$ cat src/rtl/shift_seq_ctrl.sv
`default_nettype none
// ============================================================================
//  Module      : shift_seq_ctrl
//  Description : Sequencing controller for the LED shift-register datapath.
//                Turns debounced button pulses and board switches into
//                registered load/shift strobes. It runs in manual mode (one
//                shift per press) or auto mode (one shift per prescaled tick,
//                bounded to WIDTH shifts).
//  Revision    : 1.0  initial release
// ============================================================================
module shift_seq_ctrl #(
    parameter int WIDTH    = 8,
    parameter int TICK_DIV = 50_000_000,
    parameter int CNT_W    = 26
) (
    input  logic                         clk,
    input  logic                         reset,
    input  logic [1:0]                   btn_pulse,
    input  logic                         sw_auto,
    input  logic                         sw_dir,
    input  logic [WIDTH-1:0]             sw_data,
    output logic                         sr_load,
    output logic [WIDTH-1:0]             sr_data,
    output logic                         sr_shift,
    output logic                         sr_dir,
    output logic [$clog2(WIDTH+1)-1:0]   shift_cnt,
    output logic [1:0]                   state,
    output logic                         done
);

    localparam int SC_W = $clog2(WIDTH+1);

    // The counter holds 0 in the first cycle after a go. The strobe is
    // registered one edge after the tick is decoded, so decoding at TICK_DIV-2
    // puts the first shift exactly TICK_DIV cycles after the go pulse. Wrapping
    // at TICK_DIV-1 keeps the spacing between later shifts at TICK_DIV.
    localparam logic [CNT_W-1:0] c_TICK_TERM = CNT_W'(TICK_DIV - 2);
    localparam logic [CNT_W-1:0] c_TICK_LAST = CNT_W'(TICK_DIV - 1);
    localparam logic [CNT_W-1:0] c_TICK_ONE  = CNT_W'(1);
    localparam logic [SC_W-1:0]  c_CNT_MAX   = SC_W'(WIDTH);
    localparam logic [SC_W-1:0]  c_CNT_ONE   = SC_W'(1);

    typedef enum logic [1:0] {
        S_IDLE  = 2'b00,
        S_READY = 2'b01,
        S_RUN   = 2'b10
    } state_t;

    state_t             r_state;
    logic               r_sr_load;
    logic [WIDTH-1:0]   r_sr_data;
    logic               r_sr_shift;
    logic               r_sr_dir;
    logic [SC_W-1:0]    r_shift_cnt;
    logic               r_done;
    logic [CNT_W-1:0]   r_tick_cnt;

    logic               w_tick;
    logic [SC_W-1:0]    w_cnt_inc;

    // Tick decode and the incremented shift count, shared by the FSM branches
    assign w_tick    = (r_tick_cnt == c_TICK_TERM);
    assign w_cnt_inc = r_shift_cnt + c_CNT_ONE;

    // Sequencing FSM: strobes default low each cycle; abort beats go beats tick
    always_ff @(posedge clk) begin
        if (reset) begin
            r_state     <= S_IDLE;
            r_sr_load   <= 1'b0;
            r_sr_data   <= '0;
            r_sr_shift  <= 1'b0;
            r_sr_dir    <= 1'b0;
            r_shift_cnt <= '0;
            r_done      <= 1'b0;
            r_tick_cnt  <= '0;
        end else begin
            r_sr_load  <= 1'b0;
            r_sr_shift <= 1'b0;
            r_done     <= 1'b0;
            case (r_state)
                S_IDLE: begin
                    // Abort has no effect here but still masks a simultaneous go
                    if (!btn_pulse[1] && btn_pulse[0]) begin
                        r_sr_load   <= 1'b1;
                        r_sr_data   <= sw_data;
                        r_shift_cnt <= '0;
                        r_state     <= S_READY;
                    end
                end
                S_READY: begin
                    if (btn_pulse[1]) begin
                        r_state <= S_IDLE;
                    end else if (btn_pulse[0]) begin
                        r_sr_dir <= sw_dir;
                        if (!sw_auto) begin
                            // Manual step: shift is issued even when the count is saturated
                            r_sr_shift <= 1'b1;
                            if (r_shift_cnt != c_CNT_MAX) begin
                                r_shift_cnt <= w_cnt_inc;
                            end
                        end else begin
                            // A finished run restarts from zero; a paused run resumes
                            if (r_shift_cnt == c_CNT_MAX) begin
                                r_shift_cnt <= '0;
                            end
                            r_tick_cnt <= '0;
                            r_state    <= S_RUN;
                        end
                    end
                end
                S_RUN: begin
                    if (btn_pulse[1]) begin
                        r_tick_cnt <= '0;
                        r_state    <= S_IDLE;
                    end else if (btn_pulse[0]) begin
                        r_tick_cnt <= '0;
                        r_state    <= S_READY;
                    end else begin
                        if (r_tick_cnt == c_TICK_LAST) begin
                            r_tick_cnt <= '0;
                        end else begin
                            r_tick_cnt <= r_tick_cnt + c_TICK_ONE;
                        end
                        if (w_tick) begin
                            r_sr_shift  <= 1'b1;
                            r_shift_cnt <= w_cnt_inc;
                            if (w_cnt_inc == c_CNT_MAX) begin
                                r_done     <= 1'b1;
                                r_tick_cnt <= '0;
                                r_state    <= S_READY;
                            end
                        end
                    end
                end
                default: begin
                    r_state <= S_IDLE;
                end
            endcase
        end
    end

    assign sr_load   = r_sr_load;
    assign sr_data   = r_sr_data;
    assign sr_shift  = r_sr_shift;
    assign sr_dir    = r_sr_dir;
    assign shift_cnt = r_shift_cnt;
    assign state     = r_state;
    assign done      = r_done;

endmodule
`default_nettype wire

$ cat config.mk
export PLATFORM = sky130hd
export DESIGN_NAME = shift_seq_ctrl
export DESIGN_NICKNAME = d
export VERILOG_FILES = /design/src/rtl/shift_seq_ctrl.sv
export SDC_FILE = /design/constraint.sdc
export NUM_CORES = 1
export LEC_CHECK = 0
export CORE_MARGIN = 3
export CORE_UTILIZATION = 25
export CTS_BUF_LIST = sky130_fd_sc_hd__clkbuf_16
export CTS_CLUSTER_SIZE = 30
export DETAILED_ROUTE_END_ITERATION = 8
export PLACE_DENSITY = 0.53
export SLEW_MARGIN = 20
export SYNTH_ARGS = -nofsm -noshare
export SYNTH_HDL_FRONTEND = slang
export SYNTH_SLANG_ARGS = --single-unit
$ cat constraint.sdc
create_clock -name clk -period 2.8 [get_ports clk]
set_input_delay 0.28 -clock clk [delete_from_list [all_inputs] [get_ports clk]]
set_output_delay 0.28 -clock clk [all_outputs]
set_load 0.02 [all_outputs]
==> run metrics, run 1 <==
cts-stage hold buffer count=0; CTS H-tree depth=2; Worst Setup Slack, final=0.622 ns; min cycle time layout=2.18 ns; most frequent cells in the layout=dfxtp_1, nand2_1, clkdlybuf4s50_1, nand3_1, nand4_1; final setup vio count=0; Worst Path Buf+Inv=1; Num CTS Buffers=5; Syn Std Cell Area=0.00262 sq mm; Setup Fix Bufs, Post-CTS=0; number of enable flip-flop cells after synthesis=0; TritonCTS clock tree=done; Tcrit/Tclk final=77.8%; multi-input combinational cell area=0.00163 sq mm; warnings from Yosys=0; num ports=32; Clock Skew=0.00818 ns; std cell rows=36; DIE HEIGHT=roughly 110 um; Gate power share=21.0%; Clock Power Share=36.7%; PostCTS Resize Cnt=0; die width=between 100 and 150 um; Sw Pwr=0.476 mW; Max-Cap Viols=0; placed wire-length estimate=5400 um; dpl cells=491; Seq pwr share=between 40% and 50%; share of layout cells above drive strength 1=6.01%; Setup TNS Final=0 ns; total power=1.58 mW; core area=0.0100 sq mm; critical path launch point type=register; initial core utilization=26.2%; Vias=2,641; Syn Inst Count=338; synth unique cells=47; Fmax=0.459 GHz; Worst-Margin Slew=0.683 ns; Async SR Flop Fraction=0%; drt pass-1 iters=5; layout filler cell count=between 1,000 and 1,500; P_int=1.10 mW; largest area contributor in the netlist=dfxtp_1; Min Hold Slack=~0.46 ns; Required @ worst endpoint=just under 3 ns; Post-Synth Adder-Cell Area=3.81%; pre-CTS setup slack=between 0.5 and 0.6 ns; Routed WL=between 7000 and 8000 um; total grt overflow=0; first-pass GRT wire length=12,900 um; static leakage=0.990 nW; RSZ-0062 raised after global routing=false; Sw Ratio=between 30% and 40%; GPL Wtd Cong=0.845; wire per inst=15.4 um; Cell Area, Placed=around 0.0031 sq mm; fin util=32.4%; Post-Syn Area per Cell=7.76 sq um; Max-slew headroom=54.0%; Top delay family on crit path=simple AND/OR/NAND/NOR gates; Power Density=486 mW/mm^2; post-synth top area share=between 30% and 40%; final hold vios=0; initial antenna violation count=0; global-route usage over all layers=13.5%; busiest grt layer=met2; Final Net Count=between 300 and 400; CP Max Fanout=25; Root Buffer=clkbuf_16; Critical Path AT=2.32 ns; run status=finished clean; DR DRC count=0; complex-gate fraction of the synthesized area=15.2%; total clock sinks=44; Routed Antenna Nets=0; top cells by area, synth=dfxtp_1, nand2_1, nand4_1; CP Capture Type=register; vias in the first global route=2,525; Worst path max stage delay=0.57 ns; Top FF cell, synth=dfxtp_1; Clock Latency Late Sink=0.29 ns; post-synthesis mux area share=0%; Synth Register Bits=44; post-route cell area=roughly 0.0032 sq mm; largest net degree at the start of global routing=38; met2 Use GR=a little over a fifth; Cell Count, Final, Fillers Out=between 400 and 500; largest family of logic cells by synthesized area=simple AND/OR/NAND/NOR gates; XOR/XNOR Fraction of Synth Area=1.00%; Hold Path Class=reg2reg; port buffer count=31; register area share after synthesis=33.6%; CP max stage cell=or4b_4; Die Footprint=0.0118 sq mm; FF/Latch Area=881 sq um; crit-path cells=or4b_4 > nor3_1 > o211ai_1 > buf_4 > nand2_1 > o311ai_0; GR Util met3=about 1.9%; Bufs on Longest Clock Path=2; Area Growth Syn to Fin=23.6%; Antenna diodes=0; Worst-path clk slew=around 0.07 ns; Slew Limit Fails=0; First DRT Iteration DRCs=189; most common cell after layout, fill and taps aside=dfxtp_1; Worst VDD drop=0.230 mV; Post-Synth Simple-Gate Area=42.1%; post-synthesis net count=360; Setup CP Type=reg2reg; via density per instance=5.29; global routing usage on met1=19.1%
worst reg2reg max path, cell delays in order (launching register included):
cell,delay [ns]
dfxtp_1,0.38
or4b_4,0.57
nor3_1,0.32
o211ai_1,0.19
buf_4,0.26
nand2_1,0.16
o311ai_0,0.16
per-layer routing:
| metal | routed length (um) | up-vias |
|---|---|---|
| li1 | - | 1338 |
| met5 | 0 | - |
| met2 | 3540 | 54 |
| met3 | 264 | 7 |
| met1 | 3830 | 1242 |
| met4 | 78 | 0 |
worst paths after layout:
kind                   from        endpoint  slack, ns  cells after the start
max          r_tick_cnt[10]  r_tick_cnt[20]       0.62                      6
min              sr_data[3]      sr_data[3]       0.46                      2
max reg2reg  r_tick_cnt[10]  r_tick_cnt[20]       0.62                      6
min reg2reg      sr_data[3]      sr_data[3]       0.46                      2
synthesized netlist by cell type, drive strengths merged, types with 2 or more instances:
cell / n
or4: 5
nand3b: 3
a211oi: 2
o311ai: 3
or4b: 4
nand2: 43
nand3: 26
dfxtp: 44
clkbuf: 16
a211o: 2
or2: 2
nand2b: 6
and2: 4
xnor2: 2
buf: 3
and4: 4
o21ai: 4
o211ai: 2
nand4b: 13
nor2b: 5
a31oi: 20
ha: 8
a21oi: 19
nor2: 21
nand4: 24
o31ai: 2
and3: 9
or3: 5
nor4: 8
nor3: 9
inv: 8
cells by family (layout without fill, tap and decap cells):
kind of cell / count (synthesis) / after routing
compound gates: 62 / 62
xor+xnor: 3 / 3
fa+ha+maj: 8 / 8
buf+inv: 28 / 56
flops: 44 / 44
simple gates: 193 / 193
power by group through the flow:
| stage | combinational (mW) | sequential, mW | clock, mW |
|---|---|---|---|
| CTS | 0.332 | 0.667 | 0.591 |
| finish | 0.331 | 0.667 | 0.578 |
| global route | 0.370 | 0.670 | 0.620 |
| floorplan | 0.174 | 0.705 | 0 |
| global placement | 0.329 | 0.680 | 0 |
| detailed placement | 0.329 | 0.681 | 0 |
state kept, by name, summed over array words and instances (netlist names):
signal	cells
done	1
sr_load	1
r_tick_cnt	26
state	2
sr_shift	1
sr_dir	1
sr_data	8
shift_cnt	4
cell type report:
type	instances	share of cell area (%)
well taps	133	5.13
clock buffers	5	3.86
clock inverters	3	0.463
repair buffers	40	12.0
multi-input cells	266	50.4
flip-flops and latches	44	27.2
inverters	8	0.926
No activity file was read; power rests on OpenSTA's default activity.
==> inputs of run 2 (changes only) <==
Clock period 2.8 ns to 2.3 ns, I/O delays scaled along.
==> run metrics, run 2 (synthesized netlist as in run 1, its figures left out) <==
run status=finished clean (unchanged); Hold Path Class=reg2reg (unchanged); Vias=2,734 (was 2,641); First DRT Iteration DRCs=248 (was 189); CTS H-tree depth=2 (unchanged); Routed WL=7860 um (was 7710 um); via density per instance=5.27 (was 5.29); static leakage=1.11 nW (was 0.990 nW); std cell rows=36 (unchanged); pre-CTS setup slack=0.176 ns (was 0.530 ns); Slew Limit Fails=0 (unchanged); Cell Count, Final, Fillers Out=519 (was 499); die width=108 um (unchanged); dpl cells=510 (was 491); met2 WL post-DR=3640 um (was 3540 um); Bufs on Longest Clock Path=2 (unchanged); vias in the first global route=2,599 (was 2,525); Worst path max stage delay=0.57 ns (about the same); Clock Skew=0.00364 ns (was 0.00818 ns); Clock Latency Late Sink=0.29 ns (about the same); CP Launch Point=r_tick_cnt[3] (was r_tick_cnt[10]); Required @ worst endpoint=2.53 ns (was 2.94 ns); DRT met1 WL=3730 um (was 3830 um); Cell Area, Placed=0.00324 sq mm (was 0.00310 sq mm); Root Buffer=clkbuf_16 (unchanged); Max-Cap Viols=0 (unchanged); RSZ-0062 raised after global routing=false (unchanged); Tcrit/Tclk final=90.7% (was 77.8%); Worst Setup Slack, final=0.215 ns (was 0.622 ns); CP Capture Type=register (unchanged); Fmax=0.480 GHz (was 0.459 GHz); placed wire-length estimate=5680 um (was 5400 um); Critical Path AT=2.31 ns (was 2.32 ns); final hold vios=0 (unchanged); first-pass GRT wire length=13,100 um (was 12,900 um); critical path launch point type=register (unchanged); total power=2.07 mW (was 1.58 mW); Hold Crit Depth=2 (unchanged); DR DRC count=0 (unchanged); initial antenna violation count=0 (unchanged); most common cell after layout, fill and taps aside=dfxtp_1 (unchanged); global-route usage over all layers=13.9% (was 13.5%); core area=0.0100 sq mm (unchanged); CP max stage cell=or4b_1 (was or4b_4); Top reg by flops=r_tick_cnt (unchanged); GPL Wtd Cong=0.827 (was 0.845); DIE HEIGHT=108 um (unchanged); Num CTS Buffers=5 (unchanged); crit-path cells=nand4_1 > nor4_4 > a31oi_1 > or4b_1 > a21oi_1 (was or4b_4 > nor3_1 > o211ai_1 > buf_4 > nand2_1 > o311ai_0); Worst VDD drop=0.347 mV (was 0.230 mV); hold_sp=sr_data[0] (was sr_data[3]); total clock sinks=44 (unchanged); Final Net Count=407 (was 387); port buffer count=31 (unchanged); Area Growth Syn to Fin=30.4% (was 23.6%); Worst-Margin Slew=0.603 ns (was 0.683 ns); Antenna diodes=0 (unchanged); Setup TNS Final=0 ns (unchanged); initial core utilization=26.2% (unchanged); final setup vio count=0 (unchanged); num ports=32 (unchanged); max reg flops=26 (unchanged); CP Max Fanout=8 (was 25); TritonCTS clock tree=done (unchanged); Routed Antenna Nets=0 (unchanged); Die Footprint=0.0118 sq mm (unchanged); largest net degree at the start of global routing=31 (was 38); Power Density=605 mW/mm^2 (was 486 mW/mm^2); total grt overflow=0 (unchanged); wire per inst=15.1 um (was 15.4 um); Worst-path clk slew=0.06 ns (was 0.07 ns); R2R cell count=5 (was 6); worst r2r src=r_tick_cnt[3] (was r_tick_cnt[10]); drt pass-1 iters=5 (unchanged); Max-slew headroom=59.4% (was 54.0%); min cycle time layout=2.09 ns (was 2.18 ns); Top Layer Used=met4 (unchanged); post-route cell area=0.00342 sq mm (was 0.00324 sq mm); WL met3=319 um (was 264 um); Setup CP Type=reg2reg (unchanged); most frequent cells in the layout=dfxtp_1, nand2_1, clkdlybuf4s50_1, buf_4, nand3_1 (was dfxtp_1, nand2_1, clkdlybuf4s50_1, nand3_1, nand4_1); share of layout cells above drive strength 1=11.7% (was 6.01%)
-- run 2: area by class of cell --
type                       count  area (sq um)
fill                        1054          6580
clock buffer                   5           125
multi-input combinational    266          1640
sequential                    44           881
clock inverter                 3          38.8
inverter                       8          30.0
tap                          133           166
timing repair buffer          60           541
-- run 2: where the power goes --
part           switching, mW  internal, mW  total [mW]  leakage (nW)
clock                  0.317         0.507       0.824        0.0850
combinational          0.256         0.178       0.434         0.667
sequential            0.0227         0.789       0.812         0.355
total                  0.596          1.47        2.07          1.11
-- run 2: final timing paths --
| path | slack, ns | to |
|---|---|---|
| worst max-delay path | 0.21 | shift_cnt[1] |
| worst min-delay path | 0.45 | sr_data[0] |
| worst max register to register | 0.21 | shift_cnt[1] |
| worst min register to register | 0.45 | sr_data[0] |
-- run 2: what timing repair did --
| item | CTS | global route |
|---|---|---|
| setup endpoints to repair | 0 | 4 |
| setup buffers | 0 | 1 |
| gates resized for setup | 0 | 2 |
| hold buffers | 0 | 0 |
-- run 2: metal layers --
metal	up-vias	GRT usage (%)
li1	1372	-
met1	1282	19.2
met2	65	21.8
met3	15	1.91
met4	0	5.68
met5	-	0
-- run 2: per-stage QoR --
step / utilization (%) / hold WS (ns)
2_1_floorplan: - / 0.378
3_3_place_gp: 32.4 / 0.444
3_5_place_dp: 32.4 / 0.447
4_1_cts: 34.1 / 0.456
5_1_grt: 34.2 / 0.477
6_report: 34.2 / 0.453
-- run 2: worst max-delay path, delay by kind of cell (launching register included) --
kind | cells | cell delay, ns
AOI/OAI and AO/OA | 2 | 0.42
and+or+nand+nor | 3 | 1.16
DFF | 1 | 0.44
